--- src/rtl/pong_timing_pkg.sv ---
// Shared timing definitions for the Pong tick scheduler: state encodings,
// prescaler and speed-level helpers.
package pong_timing_pkg;

    localparam int unsigned LEVEL_W   = 4;
    localparam int unsigned LEVEL_CAP = (1 << LEVEL_W) - 1;

    typedef enum logic [1:0] {
        ST_IDLE   = 2'd0,
        ST_SERVE  = 2'd1,
        ST_PLAY   = 2'd2,
        ST_PAUSED = 2'd3
    } state_t;

    function automatic int unsigned calc_presc(input int unsigned clk_hz,
                                               input int unsigned base_hz);
        return clk_hz / base_hz;
    endfunction

    // Highest useful level: one step per base tick of ball period, capped by the level field.
    function automatic int unsigned calc_level_max(input int unsigned div0,
                                                   input int unsigned div_min);
        int unsigned span;
        span = div0 - div_min;
        return (span > LEVEL_CAP) ? LEVEL_CAP : span;
    endfunction

endpackage

--- src/rtl/tick_divider.sv ---
// Modulo counter with enable, sync clear and a runtime divisor; o_term_c marks
// the enabled cycle in which the count reaches (or passes) divisor-1.
module tick_divider #(
    parameter int unsigned W = 4
) (
    input  logic         clk,
    input  logic         reset,
    input  logic         i_en,
    input  logic         i_clr,
    input  logic [W-1:0] i_div,
    output logic         o_term_c
);

    logic [W-1:0] r_cnt;
    logic         w_at_end;

    // >= so that a divisor shrinking below the current count wraps on the next step
    assign w_at_end = (r_cnt >= (i_div - W'(1)));
    assign o_term_c = i_en & w_at_end;

    always_ff @(posedge clk or posedge reset) begin
        if (reset) begin
            r_cnt <= '0;
        end else if (i_clr || o_term_c) begin
            r_cnt <= '0;
        end else if (i_en) begin
            r_cnt <= r_cnt + W'(1);
        end
    end

endmodule

--- src/rtl/game_tick_scheduler.sv ---
// Pong timing controller: shared prescaler, ball/paddle/refresh enables,
// game-phase FSM and rally-driven ball speed level.
module game_tick_scheduler
    import pong_timing_pkg::*;
#(
    parameter int unsigned CLK_HZ         = 100000000,
    parameter int unsigned BASE_HZ        = 1000,
    parameter int unsigned BALL_DIV0      = 10,
    parameter int unsigned BALL_DIV_MIN   = 3,
    parameter int unsigned HITS_PER_LEVEL = 4,
    parameter int unsigned PADDLE_DIV     = 5,
    parameter int unsigned SERVE_TICKS    = 1000
) (
    input  logic               clk,
    input  logic               reset,
    input  logic               start,
    input  logic               pause_toggle,
    input  logic               hit,
    input  logic               point_scored,
    output logic               ball_tick,
    output logic               paddle_tick,
    output logic               mux_tick,
    output logic [1:0]         state,
    output logic [LEVEL_W-1:0] level
);

    localparam int unsigned PRESC     = calc_presc(CLK_HZ, BASE_HZ);
    localparam int unsigned PRESC_W   = $clog2(PRESC + 1);
    localparam int unsigned PADDLE_W  = $clog2(PADDLE_DIV + 1);
    localparam int unsigned BALL_W    = $clog2(BALL_DIV0 + 1);
    localparam int unsigned SERVE_W   = $clog2(SERVE_TICKS + 1);
    localparam int unsigned HIT_W     = $clog2(HITS_PER_LEVEL + 1);
    localparam int unsigned LEVEL_MAX = calc_level_max(BALL_DIV0, BALL_DIV_MIN);

    state_t               r_state;
    state_t               w_state_nxt;
    state_t               r_ret_state;
    state_t               w_ret_nxt;
    logic                 w_enter_serve;
    logic                 w_play_hit;
    logic                 w_level_clr;

    logic                 w_base_tick;
    logic                 w_paddle_term;
    logic                 w_ball_term;
    logic                 w_serve_term;
    logic                 w_run_paddle;
    logic                 w_run_ball;
    logic                 w_run_serve;
    logic [BALL_W-1:0]    w_ball_div;

    logic [LEVEL_W-1:0]   r_level;
    logic [HIT_W-1:0]     r_hit_cnt;
    logic                 r_ball_tick;
    logic                 r_paddle_tick;
    logic                 r_mux_tick;

    // Counter gating always uses the state before any same-cycle transition
    assign w_run_paddle = w_base_tick & ((r_state == ST_SERVE) || (r_state == ST_PLAY));
    assign w_run_ball   = w_base_tick & (r_state == ST_PLAY);
    assign w_run_serve  = w_base_tick & (r_state == ST_SERVE);

    always_comb begin
        w_ball_div = BALL_W'(BALL_DIV_MIN);
        if (32'(r_level) < (BALL_DIV0 - BALL_DIV_MIN)) begin
            w_ball_div = BALL_W'(BALL_DIV0 - 32'(r_level));
        end
    end

    tick_divider #(.W(PRESC_W)) u_presc (
        .clk      (clk),
        .reset    (reset),
        .i_en     (1'b1),
        .i_clr    (1'b0),
        .i_div    (PRESC_W'(PRESC)),
        .o_term_c (w_base_tick)
    );

    tick_divider #(.W(PADDLE_W)) u_paddle (
        .clk      (clk),
        .reset    (reset),
        .i_en     (w_run_paddle),
        .i_clr    (w_enter_serve),
        .i_div    (PADDLE_W'(PADDLE_DIV)),
        .o_term_c (w_paddle_term)
    );

    tick_divider #(.W(BALL_W)) u_ball (
        .clk      (clk),
        .reset    (reset),
        .i_en     (w_run_ball),
        .i_clr    (w_enter_serve),
        .i_div    (w_ball_div),
        .o_term_c (w_ball_term)
    );

    tick_divider #(.W(SERVE_W)) u_serve (
        .clk      (clk),
        .reset    (reset),
        .i_en     (w_run_serve),
        .i_clr    (w_enter_serve),
        .i_div    (SERVE_W'(SERVE_TICKS)),
        .o_term_c (w_serve_term)
    );

    always_ff @(posedge clk or posedge reset) begin
        if (reset) begin
            r_state     <= ST_IDLE;
            r_ret_state <= ST_SERVE;
        end else begin
            r_state     <= w_state_nxt;
            r_ret_state <= w_ret_nxt;
        end
    end

    // Priority inside a state: point_scored > pause_toggle > hit
    always_comb begin
        w_state_nxt   = r_state;
        w_ret_nxt     = r_ret_state;
        w_enter_serve = 1'b0;
        w_play_hit    = 1'b0;
        w_level_clr   = 1'b0;
        case (r_state)
            ST_IDLE: begin
                if (start) begin
                    w_state_nxt   = ST_SERVE;
                    w_enter_serve = 1'b1;
                end
            end
            ST_SERVE: begin
                if (pause_toggle) begin
                    w_state_nxt = ST_PAUSED;
                    w_ret_nxt   = w_serve_term ? ST_PLAY : ST_SERVE;
                end else if (w_serve_term) begin
                    w_state_nxt = ST_PLAY;
                end
            end
            ST_PLAY: begin
                if (point_scored) begin
                    w_state_nxt   = ST_SERVE;
                    w_enter_serve = 1'b1;
                    w_level_clr   = 1'b1;
                end else if (pause_toggle) begin
                    w_state_nxt = ST_PAUSED;
                    w_ret_nxt   = ST_PLAY;
                end else if (hit) begin
                    w_play_hit = 1'b1;
                end
            end
            ST_PAUSED: begin
                if (pause_toggle) begin
                    w_state_nxt = r_ret_state;
                end
            end
            default: begin
                w_state_nxt = ST_IDLE;
            end
        endcase
    end

    // Rally speed: hit_cnt keeps wrapping once the level saturates
    always_ff @(posedge clk or posedge reset) begin
        if (reset) begin
            r_level   <= '0;
            r_hit_cnt <= '0;
        end else if (w_level_clr) begin
            r_level   <= '0;
            r_hit_cnt <= '0;
        end else if (w_play_hit) begin
            if (r_hit_cnt == HIT_W'(HITS_PER_LEVEL - 1)) begin
                r_hit_cnt <= '0;
                if (r_level < LEVEL_W'(LEVEL_MAX)) begin
                    r_level <= r_level + LEVEL_W'(1);
                end
            end else begin
                r_hit_cnt <= r_hit_cnt + HIT_W'(1);
            end
        end
    end

    always_ff @(posedge clk or posedge reset) begin
        if (reset) begin
            r_ball_tick   <= 1'b0;
            r_paddle_tick <= 1'b0;
            r_mux_tick    <= 1'b0;
        end else begin
            r_ball_tick   <= w_ball_term;
            r_paddle_tick <= w_paddle_term;
            r_mux_tick    <= w_base_tick;
        end
    end

    assign ball_tick   = r_ball_tick;
    assign paddle_tick = r_paddle_tick;
    assign mux_tick    = r_mux_tick;
    assign state       = r_state;
    assign level       = r_level;

endmodule

--- config.mk ---
export PLATFORM = sky130hd
export DESIGN_NAME = game_tick_scheduler
export DESIGN_NICKNAME = d
export VERILOG_FILES = /design/src/rtl/pong_timing_pkg.sv /design/src/rtl/tick_divider.sv /design/src/rtl/game_tick_scheduler.sv
export SDC_FILE = /design/constraint.sdc
export NUM_CORES = 1
export LEC_CHECK = 0
export CAP_MARGIN = 20
export CORE_ASPECT_RATIO = 0.8
export CORE_MARGIN = 1.5
export CORE_UTILIZATION = 25
export CTS_BUF_LIST = sky130_fd_sc_hd__clkbuf_8
export DETAILED_ROUTE_END_ITERATION = 12
export PLACE_DENSITY = 0.43
export SLEW_MARGIN = 0
export SYNTH_ARGS = -nofsm -noshare
export SYNTH_HDL_FRONTEND = slang
export SYNTH_SLANG_ARGS = --single-unit
--- constraint.sdc ---
create_clock -name clk -period 2.6 [get_ports clk]
set_input_delay 0.78 -clock clk [delete_from_list [all_inputs] [get_ports clk]]
set_output_delay 0.78 -clock clk [all_outputs]
set_load 0.05 [all_outputs]
==> results.json <==
{
  "startpoint_type": "flop",
  "initial_core_util": 0.255,
  "setup_viol": 0,
  "antenna_found_initial": 0,
  "die_h_um": 94.2,
  "wl_met3_um": 183,
  "grt_pass1_vias": 1911,
  "ys_ff_latch": 48,
  "area_delta_synth_final_pct": 17.7,
  "core.rowCount": 33,
  "synth_most_common_cell": "dfrtp_1",
  "status": "finished clean",
  "period_minus_slack_ns": 2.40,
  "drc": 0,
  "yosys.area.top_type_share": 0.452,
  "cts_buffers": 5,
  "ys_top_cells_by_count": "dfrtp_1, nor2_1, nand2_1",
  "synth-async-reset-ratio": 1.00,
  "clock_latency_ns": 0.31,
  "h-tree-depth": 2,
  "num-fill-cells": 1093,
  "clock_skew_ns": 0.00785,
  "place_congestion": 0.745,
  "syn_nets": 301,
  "dp_hpwl_um": 3960,
  "seq_power_share": 0.389,
  "critPathCaptureType": "output port",
  "synth.distinct_cells": 46,
  "worstPathArrival_ns": 1.62,
  "ant_nets": 0,
  "path_class": "reg -> out",
  "via_count": 1997,
  "avgSynthCellArea_um2": 9.29,
  "clk_path_buf_depth": 2,
  "nets": 322,
  "finalSetupTns_ns": 0,
  "cts_tree": "built",
  "swShare": 0.372,
  "drt-total-wl_um": 5530,
  "p_clk_frac": 0.241,
  "p_switching_mw": 0.827,
  "overflow": 0,
  "core_um2": 10200,
  "wl_met2_um": 2200,
  "ys.flop_type": "dfrtp_1",
  "power.leakage_nw": 1.35,
  "synth_edf_count": 0,
  "die-area_um2": 11000,
  "post-route-util": 0.300,
  "worstPathMaxFanout": 7,
  "maxSlewViolCount": 0,
  "fp.dieW_um": 117,
  "post_cts_buffers": 0,
  "hold_violations": 0,
  "firstDrtPassIters": 4,
  "whs_ns": 0.484,
  "worst_pin_slew_ns": 0.496,
  "clk_pin_slew_ns": 0.09,
  "portBuffers": 14,
  "fmax_mhz": 416,
  "ios": 15,
  "drive_gt1_frac": 0.0762,
  "p_per_area_nw_per_um2": 726,
  "p_int_mw": 1.40,
  "synth_area_um2": 2600,
  "grt_use_total": 0.112,
  "finalCritPeriodShare": 0.925,
  "seq_area_frac_synth": 0.462,
  "peakVddDrop_mv": 0.251,
  "dr.max_layer_used": "met4",
  "grt_max_degree": 29,
  "syn_inst": 280,
  "grt_setup_unrepaired": "no",
  "maxCapViolCount": 0,
  "wl_per_cell_um": 12.5,
  "root_buffer": "clkbuf_8",
  "grt_pass1_wl_um": 9610,
  "wl_met1_um": 3100,
  "antenna_cells": 0,
  "yosysWarnings": 0,
  "ctsHoldBuffers": 0,
  "slew_headroom": 0.669,
  "pwr-share-comb": 0.370,
  "synth.area.top_cells": "dfrtp_1, ha_1, nor2_1, a21oi_1, nand2_1",
  "worstPathRequired_ns": 1.82,
  "hp-class": "reg -> reg",
  "yosysTopAreaCell": "dfrtp_1",
  "drt-vias-per-instance": 4.52,
  "ctsResizeCount": 0,
  "drtIter0Drc": 88,
  "cts.sinks": 48
}
==> worst paths after layout <==
path | startpoint | to | slack, ns | cells after the start
worst max-delay path | level[0] | level[0] | 0.20 | 2
worst min register to register | r_ret_state[0] | r_ret_state[0] | 0.48 | 2
max in group asynchronous | reset | u_ball.r_cnt[1] | 1.27 | 3
min in group asynchronous | reset | u_presc.r_cnt[7] | 0.81 | 2
worst max register to register | level[0] | u_ball.r_cnt[3] | 0.23 | 11
worst min-delay path | r_ret_state[0] | r_ret_state[0] | 0.48 | 2
==> placed cells by master, fill, tap and decap left out, types with 2 or more instances in the layout <==
cell / n
xnor2_1: 8
clkdlybuf4s50_1: 14
nand3_1: 16
buf_4: 6
and2_1: 3
clkbuf_8: 5
o21ai_1: 4
a211o_1: 2
ha_1: 15
xor2_1: 11
o21a_1: 2
nand4b_1: 2
o211ai_1: 3
nor2_1: 40
nor3_1: 4
o31ai_1: 3
inv_1: 10
nand2b_1: 5
mux2i_1: 2
and3_1: 5
or3_1: 6
inv_2: 2
o21ai_0: 8
nand2_1: 26
dfrtp_1: 47
a21oi_1: 22
nand3b_1: 3
nand4_1: 8
==> power groups by stage <==
stage | sequential, mW | combinational [mW] | clock (mW)
CTS | 0.868 | 0.833 | 0.567
finish | 0.866 | 0.823 | 0.536
global placement | 0.883 | 0.833 | 0
floorplan | 0.992 | 0.470 | 0
global route | 0.877 | 0.928 | 0.587
detailed placement | 0.881 | 0.830 | 0
==> cells by family after synthesis <==
| logic type | after synthesis | synth area share |
|---|---|---|
| and+or+nand+nor | 124 | 0.234 |
| AOI/OAI and AO/OA | 55 | 0.132 |
| adders and majority gates | 15 | 0.0722 |
| buffers and inverters | 17 | 0.0274 |
| xor gates and xnor gates | 19 | 0.0640 |
| DFF | 48 | 0.462 |
| muxes | 2 | 0.00770 |
==> registers in the layout, summed over array words and instances (netlist names) <==
name,count
u_presc.r_cnt,17
r_hit_cnt,3
state,2
r_ret_state,2
ball_tick,1
paddle_tick,1
mux_tick,1
u_paddle.r_cnt,3
u_serve.r_cnt,10
u_ball.r_cnt,4
level,4
==> critical path, cell delays in order (launching register included) <==
cell	delay, ns
dfrtp_1	0.36
buf_4	0.16
clkdlybuf4s50_1	0.80
==> per-stage QoR <==
| step | instance area (um^2) | cells | worst slack [ns] | total power, mW |
|---|---|---|---|---|
| final | 3060 | 442 | 0.196 | 2.22 |
| after global routing | 3060 | 442 | 0.0374 | 2.39 |
| after CTS | 3050 | 442 | 0.176 | 2.27 |
| after detailed placement | 2950 | 434 | 0.139 | 1.71 |
| after global placement | 2950 | 434 | 0.155 | 1.72 |
| after floorplan | 2600 | 280 | 0.0278 | 1.46 |
==> per-layer routing <==
| metal | vias up | GRT usage |
|---|---|---|
| li1 | 1030 | - |
| met5 | - | 0 |
| met1 | 943 | 0.172 |
| met3 | 7 | 0.0290 |
| met4 | 0 | 0.0271 |
| met2 | 17 | 0.154 |
==> area by class of cell <==
| type | instances | area, um^2 | area share |
|---|---|---|---|
| Clock inverter | 3 | 37.5 | 0.0123 |
| Clock buffer | 5 | 68.8 | 0.0225 |
| Multi-Input combinational cell | 215 | 1340 | 0.436 |
| Tap cell | 140 | 175 | 0.0572 |
| Timing Repair Buffer | 21 | 205 | 0.0670 |
| Sequential cell | 48 | 1200 | 0.393 |
| Inverter | 10 | 37.5 | 0.0123 |
(Power assumes the default switching activity.)
